<file path="config.mk">
export PLATFORM = sky130hd
export DESIGN_NAME = fifo_pop_streamer
export DESIGN_NICKNAME = d
export VERILOG_FILES = /design/src/rtl/fifo_stream_pkg.sv /design/src/rtl/fifo_pop_streamer.sv
export SDC_FILE = /design/constraint.sdc
export NUM_CORES = 1
export LEC_CHECK = 0
export CELL_PAD_IN_SITES_DETAIL_PLACEMENT = 0
export CELL_PAD_IN_SITES_GLOBAL_PLACEMENT = 1
export CORE_MARGIN = 2
export CORE_UTILIZATION = 39
export CTS_BUF_LIST = sky130_fd_sc_hd__clkbuf_4
export CTS_CLUSTER_SIZE = 12
export DETAILED_ROUTE_END_ITERATION = 6
export GPL_TIMING_DRIVEN = 0
export HOLD_SLACK_MARGIN = 0.03
export PLACE_DENSITY = 0.88
export SLEW_MARGIN = 20
export SYNTH_ARGS = -nofsm -noshare
export SYNTH_HDL_FRONTEND = slang
export SYNTH_SLANG_ARGS = --single-unit
</file>
<file path="constraint.sdc">
create_clock -name clk -period 2.83 [get_ports clk]
set_clock_uncertainty 0.15 [all_clocks]
set_input_delay 0.566 -clock clk [delete_from_list [all_inputs] [get_ports clk]]
set_output_delay 0.566 -clock clk [all_outputs]
set_load 0.01 [all_outputs]
</file>
<file path="src/rtl/fifo_stream_pkg.sv">
// Shared types and helpers for the FIFO pop streamer.
package fifo_stream_pkg;

    typedef enum logic [1:0] {OCC_EMPTY, OCC_ONE, OCC_TWO} occ_t;

    localparam int OCC_MAX   = 2;
    localparam int PAR_MAX_W = 64;

    // Even parity: XOR reduction, callers zero-extend narrower words.
    function automatic logic parity_even(input logic [PAR_MAX_W-1:0] d);
        return ^d;
    endfunction

endpackage

</file>
<file path="src/rtl/fifo_pop_streamer.sv">
// Drains a FWFT FIFO into a valid/ready stream through a 2-entry skid buffer.
// Optional out_parity port enabled by FIFO_POP_STREAMER_PARITY_EN.
module fifo_pop_streamer
    import fifo_stream_pkg::*;
#(
    parameter int width = 16,
    parameter int CNT_W = 16
) (
    input  logic             clk,
    input  logic             rst,
    input  logic             en,
    input  logic [width-1:0] fifo_dout,
    input  logic             fifo_pndng,
    output logic             fifo_pop,
    output logic [width-1:0] out_data,
    output logic             out_valid,
    input  logic             out_ready,
    output logic [CNT_W-1:0] words_sent,
    output logic             busy
`ifdef FIFO_POP_STREAMER_PARITY_EN
    ,
    output logic             out_parity
`endif
);

    occ_t             occ_q, occ_d;
    logic [width-1:0] e0_q, e0_d, e1_q, e1_d;
    logic [CNT_W-1:0] cnt_q, cnt_d;
    logic             push_i, pop_o;

    // Pop only depends on registered occupancy, so out_ready never reaches the FIFO.
    assign fifo_pop   = !rst && en && fifo_pndng && (occ_q != OCC_TWO);
    assign push_i     = fifo_pop;
    assign out_valid  = (occ_q != OCC_EMPTY);
    assign pop_o      = out_valid && out_ready;
    assign out_data   = e0_q;
    assign busy       = out_valid;
    assign words_sent = cnt_q;

`ifdef FIFO_POP_STREAMER_PARITY_EN
    logic p0_q, p0_d, p1_q, p1_d, pin;
    assign pin        = parity_even(PAR_MAX_W'(fifo_dout));
    assign out_parity = p0_q;
`endif

    always_comb begin
        occ_d = occ_q;
        e0_d  = e0_q;
        e1_d  = e1_q;
`ifdef FIFO_POP_STREAMER_PARITY_EN
        p0_d  = p0_q;
        p1_d  = p1_q;
`endif
        cnt_d = cnt_q + CNT_W'(pop_o);
        case (occ_q)
            OCC_EMPTY: if (push_i) begin
                occ_d = OCC_ONE;
                e0_d  = fifo_dout;
`ifdef FIFO_POP_STREAMER_PARITY_EN
                p0_d  = pin;
`endif
            end
            OCC_ONE: begin
                if (push_i && !pop_o) begin
                    occ_d = OCC_TWO;
                    e1_d  = fifo_dout;
`ifdef FIFO_POP_STREAMER_PARITY_EN
                    p1_d  = pin;
`endif
                end else if (push_i && pop_o) begin
                    e0_d  = fifo_dout;
`ifdef FIFO_POP_STREAMER_PARITY_EN
                    p0_d  = pin;
`endif
                end else if (pop_o) begin
                    occ_d = OCC_EMPTY;
                end
            end
            OCC_TWO: if (pop_o) begin
                occ_d = OCC_ONE;
                e0_d  = e1_q;
`ifdef FIFO_POP_STREAMER_PARITY_EN
                p0_d  = p1_q;
`endif
            end
            default: occ_d = OCC_EMPTY;
        endcase
    end

    always_ff @(posedge clk or posedge rst) begin
        if (rst) begin
            occ_q <= OCC_EMPTY;
            e0_q  <= '0;
            e1_q  <= '0;
            cnt_q <= '0;
`ifdef FIFO_POP_STREAMER_PARITY_EN
            p0_q  <= 1'b0;
            p1_q  <= 1'b0;
`endif
        end else begin
            occ_q <= occ_d;
            e0_q  <= e0_d;
            e1_q  <= e1_d;
            cnt_q <= cnt_d;
`ifdef FIFO_POP_STREAMER_PARITY_EN
            p0_q  <= p0_d;
            p1_q  <= p1_d;
`endif
        end
    end

endmodule

</file>
==> Yosys cells after proc, flatten, opt, wreduce, memory -nomap -nowiden <==
Index checks and enable logic that the tools add are counted.
{ "classes": {"div_mod_pow": 0, "mux": 11, "eq_ne": 9, "bitwise": 0, "n_shift": 0, "n_reduce_logical": 14, "n_addsub": 1, "n_lt_le_gt_ge": 0, "n_mul": 0} }
{ "op_table": {"columns": ["cell", "n"], "rows": [
  ["two-way mux 16 bit", 4],
  ["case mux 16 bit (3 select lines)", 1],
  ["adder 16 x 1 -> 16 bit", 1],
  ["two-way mux 2 bit", 5],
  ["!= test 2 bit, second input constant", 5],
  ["logical AND 1 bit", 6],
  ["!= test 3 bit, second input constant", 2],
  ["case mux 2 bit (3 select lines)", 1],
  ["AND reduction 5 bit", 1],
  ["AND reduction 4 bit", 1],
  ["nonzero test 3 bit", 1],
  ["== test 2 x 1 -> 1 bit, second input constant", 1],
  ["== test 2 bit, second input constant", 1],
  ["logical NOT 1 bit", 2],
  ["logical NOT 2 bit", 1],
  ["AND reduction 2 bit", 1],
  ["nonzero test 2 bit", 1]
]} }
{ "totals": {"rom_bits": 0, "latch_bits": 0, "ramBits": 0, "out_inout_bits": 35, "wordCells": 39, "register_bits": 50, "n_memories": 0, "in_bits": 21} }

==> Depth between registers and ports, before layout <==
{ "logic_depth": {"depth_word": 8, "mapped_depth": 8, "mapped_depth_nobuf": 8} }

==> Worst setup path before layout <==
Ideal clock, no wire load.
{ "synth_path": {"kind": "register to register", "from": "register occ_q[0]", "to": "register cnt_q[14], in the netlist words_sent[14]", "required_ns": 2.554, "path_stages_with_launch": 9, "n_path_buf": 0, "setup_ns": 0.126, "arrival_ns": 1.927, "slack_ns": 0.627, "period_less_slack_ns": 2.203, "cell_sequence": "dfrtp_1 or2_2 and2_1 ha_1 ha_1 nand2_1 or2_4 or4_4 xnor2_2"} }
{ "synth_between": {"elab_chain_cells": 3} }
{ "synth_lines": {"columns": ["element", "line", "text"], "rows": [
  ["start: declaration", "fifo_pop_streamer.sv:26", "occ_t occ_q, occ_d;"],
  ["start signal: assignment", "fifo_pop_streamer.sv:92", "occ_q <= OCC_EMPTY;"],
  ["start signal: assignment", "fifo_pop_streamer.sv:101", "occ_q <= occ_d;"],
  ["nonzero test 2 bit", "fifo_pop_streamer.sv:34", "assign out_valid = (occ_q != OCC_EMPTY);"],
  ["net busy", "fifo_pop_streamer.sv:19", "output logic busy"],
  ["logical AND 1 bit", "fifo_pop_streamer.sv:35", "assign pop_o = out_valid && out_ready;"],
  ["adder 16 x 1 -> 16 bit", "fifo_pop_streamer.sv:54", "cnt_d = cnt_q + CNT_W'(pop_o);"],
  ["net cnt_d[14]", "fifo_pop_streamer.sv:28", "logic [CNT_W-1:0] cnt_q, cnt_d;"],
  ["end signal: assignment", "fifo_pop_streamer.sv:104", "cnt_q <= cnt_d;"],
  ["end: declaration", "fifo_pop_streamer.sv:28", null]
]} }
The timed path passes the listed nets, and every way through them passes these cells.
A chain may end at the register's enable or synchronous reset.

==> Worst setup path in the final report <==
{ "layout_path": {"from": "input rst", "to": "output fifo_pop"} }
{ "layout_between": {"elab_chain_cells": 4} }
{ "layout_lines": {"columns": ["element", "line", "text"], "rows": [
  ["start: declaration", "fifo_pop_streamer.sv:10", "input logic rst,"],
  ["logical NOT 1 bit (no source line)", null, null],
  ["logical AND 1 bit (3 in a row)", "fifo_pop_streamer.sv:32", "assign fifo_pop = !rst && en && fifo_pndng && (occ_q != OCC_TWO);"],
  ["end: declaration", "fifo_pop_streamer.sv:14", "output logic fifo_pop,"]
]} }
No other way between the ends.

==> impl_results.md <==
- Setup CP Type: primary input to output pin
- Hold crit path type: flop to flop
- Post-CTS Setup Repair Bufs: 0
- Slew @ Worst Pin: 579.3 ps
- Clock Sinks: 50
- Hold Buf Count CTS: 0
- Diode count: 0
- Pwr Density: 609.8 nW/um^2
- Io pins: 56
- Iter 0 DRT Violations: 78
- Status: finished, final reports clean
- Placed cell areas: 2819 um^2
- Setup slack after layout: 231.8 ps
- CP max stage delay: 540 ps
- Syn. warnings: 0
- Post-Route Setup TNS: 0 ps
- Synth area leaders: dfrtp_1, mux2_2, o221a_2
- WL met1: 1.942 mm
- Synth area leader: dfrtp_1
- Syn Area/Cell: 13.32 um^2
- PortBufs: 55
- Largest net degree at the start of global routing: 28
- R2R depth: 8
- Data arrival, critical path: 1880 ps
- Post-DP HPWL: 3.126 mm
- Met3 wire length: 202 um
- CP most frequent cell: clkdlybuf4s50_1
- CTS resizes: 0
- Share of cells above drive strength 1: 0.2356
- RSZ-0062 raised after global routing: false
- Antenna violations before repair: 0
- Peak supply drop: 400.6 uV
- Area grow syn2layout: 32.81%
- Crit path capture type: output pin
- CTS buffer count: 5
- Post-Synthesis Cells: 162
- Post-synthesis sequential area ratio: 0.5797
- Initial Utilization: 0.3968
- Number of global-route vias before repair: 1511
- Final min period: 2598 ps
- Hold path depth: 1
- Total of max-cap violations: 0
- Fin area: 2867 um^2
- CTS tree: done
- Synth top area share: 0.5797
- Post-synthesis sequential element count: 50
- Antenna viol nets, final: 0
- Root Buffer: clkbuf_4
- Core Area: 5439 um^2
- Total GRT Usage: 0.1497
- Die ar.: 6145 um^2
- Slew Limit Fails: 0
- Final Setup Violations: 0
- DP Worst Slack: -98.97 ps
- Die Span Y: 78.39 um
- Placer congestion estimate: 0.7715
- Req. time, crit path: 2110 ps
- Hold Vio Cnt, Final: 0
- Final wirelength: 4.195 mm
- Top layer in use: met4
- Nets: 248
- Mapped Nets: 185
- Vias/cell: 4.956
- Routed vias: 1472
- Crit path cell chain: clkdlybuf4s50_1, nand3b_1, nor2_1, clkdlybuf4s50_1
- Post-synth cell types: 34
- First-pass GRT wire length: 7.182 mm
- Crit-path max FO: 3
- Hold Slack: 331.8 ps
- Period utilisation layout: 0.9181
- Clock-pin slew on the worst setup and hold paths: 120 ps
- Htree depth: 2
- DRC violation count after routing: 0
- Later-pin clock latency in the skew report: 340 ps
- Startpoint Class: primary input
- Wire length per cell: 14.12 um
- Gr ovfl total: 0
- Highest clock rate: 384.9 MHz
- First-pass DRT Iterations: 4
- Clock Path Buffers: 2
- Crit-path slowest cell: clkdlybuf4s50_1
- Fill count: 469
- Met2 wire length: 2.029 mm
- Std-Cell Rows: 27
- Leakage: 0.001209 uW
- Die X: 78.39 um
- Synthesized cell area: 2158 um^2
- Max transition margin: 0.6112
## final cells by class
class	count	area [um^2]	share of cell area
clock inverter	2	10.01	0.003492
inverter	2	7.507	0.002619
multi-input combinational	105	867.1	0.3025
buffer	5	32.53	0.01135
clock buffer	5	37.54	0.01309
tap	72	90.09	0.03143
sequential	50	1251	0.4365
timing repair buffer	56	570.5	0.1990
## metal layers
| metal | GRT usage | vias to the layer above |
|---|---|---|
| li1 | - | 706 |
| met1 | 0.1931 | 727 |
| met2 | 0.2414 | 37 |
| met3 | 0.05172 | 2 |
| met4 | 0.04035 | 0 |
| met5 | 0 | - |
## logic make-up after synthesis
kind of cell	after synthesis	synth area share
muxes	16	0.08348
AOI/OAI and AO/OA	22	0.1009
DFF	50	0.5797
and+or+nand+nor	51	0.1455
buffers and inverters	7	0.01855
adders and majority gates	2	0.01159
xor gates and xnor gates	14	0.06029
## cell usage in the layout (no fill, tap or decap), types with 5 or more instances in the layout
cell type        instances
dfrtp_1                 50
xor2_1                   6
xnor2_1                  7
clkbuf_4                 5
nand2b_1                 7
o221a_2                 16
mux2_2                  16
nand3_1                  7
nand2_1                  5
clkdlybuf4s50_1         55
nor2_1                   7
or2b_1                  10
## state kept, by name (all words and copies together) (netlist names)
signal	flops
out_data	16
words_sent	16
e1_q	16
occ_q	2
## worst paths after layout
check	startpoint	to	slack, ps
setup reg to reg	occ_q[0]	words_sent[14]	510
min in group asynchronous	rst	occ_q[1]	470
hold reg to reg	words_sent[15]	words_sent[15]	330
max in group asynchronous	rst	e1_q[1]	1540
setup / recovery	rst	fifo_pop	230
hold / removal	words_sent[15]	words_sent[15]	330
## synthesized netlist by cell type
library cell / number
nand2_1: 5
nand3_1: 7
or2_4: 1
nand3b_1: 1
buf_6: 1
and4bb_4: 1
nor3_1: 3
a21o_1: 1
buf_2: 2
nand4_1: 1
nor2_1: 7
clkbuf_1: 1
o221a_2: 16
nand2b_1: 7
mux2_2: 16
inv_1: 2
o21ai_1: 1
nand3_2: 1
buf_4: 1
or2_2: 1
xor2_1: 6
xnor2_1: 7
dfrtp_1: 50
o21a_1: 1
ha_1: 2
or2b_1: 10
xnor2_2: 1
o21bai_1: 1
nand2_2: 1
a21oi_1: 2
and2_1: 2
and3_1: 1
or4_4: 1
nor2b_2: 1
## critical path: cells and delay by family
kind / cells / cell delay (ps)
buffers and inverters: 2 / 990
and+or+nand+nor: 2 / 330
## stage by stage
| step | utilization | total power (uW) | instances |
|---|---|---|---|
| after floorplan | - | 1199 | 162 |
| after global placement | 0.5146 | 1455 | 289 |
| after detailed placement | 0.5183 | 1480 | 290 |
| after CTS | 0.5270 | 1785 | 297 |
| after global routing | 0.5270 | 1864 | 297 |
| final | 0.5270 | 1748 | 297 |
## power breakdown
| group | total [uW] | leakage, uW | internal (uW) | switching [uW] |
|---|---|---|---|---|
| clock network | 292 | 0.0000308 | 89.9 | 203 |
| registers | 972 | 0.000618 | 869 | 103 |
| logic | 484 | 0.000560 | 317 | 167 |
| total | 1750 | 0.00121 | 1280 | 472 |
No activity file was read; power rests on OpenSTA's default activity.
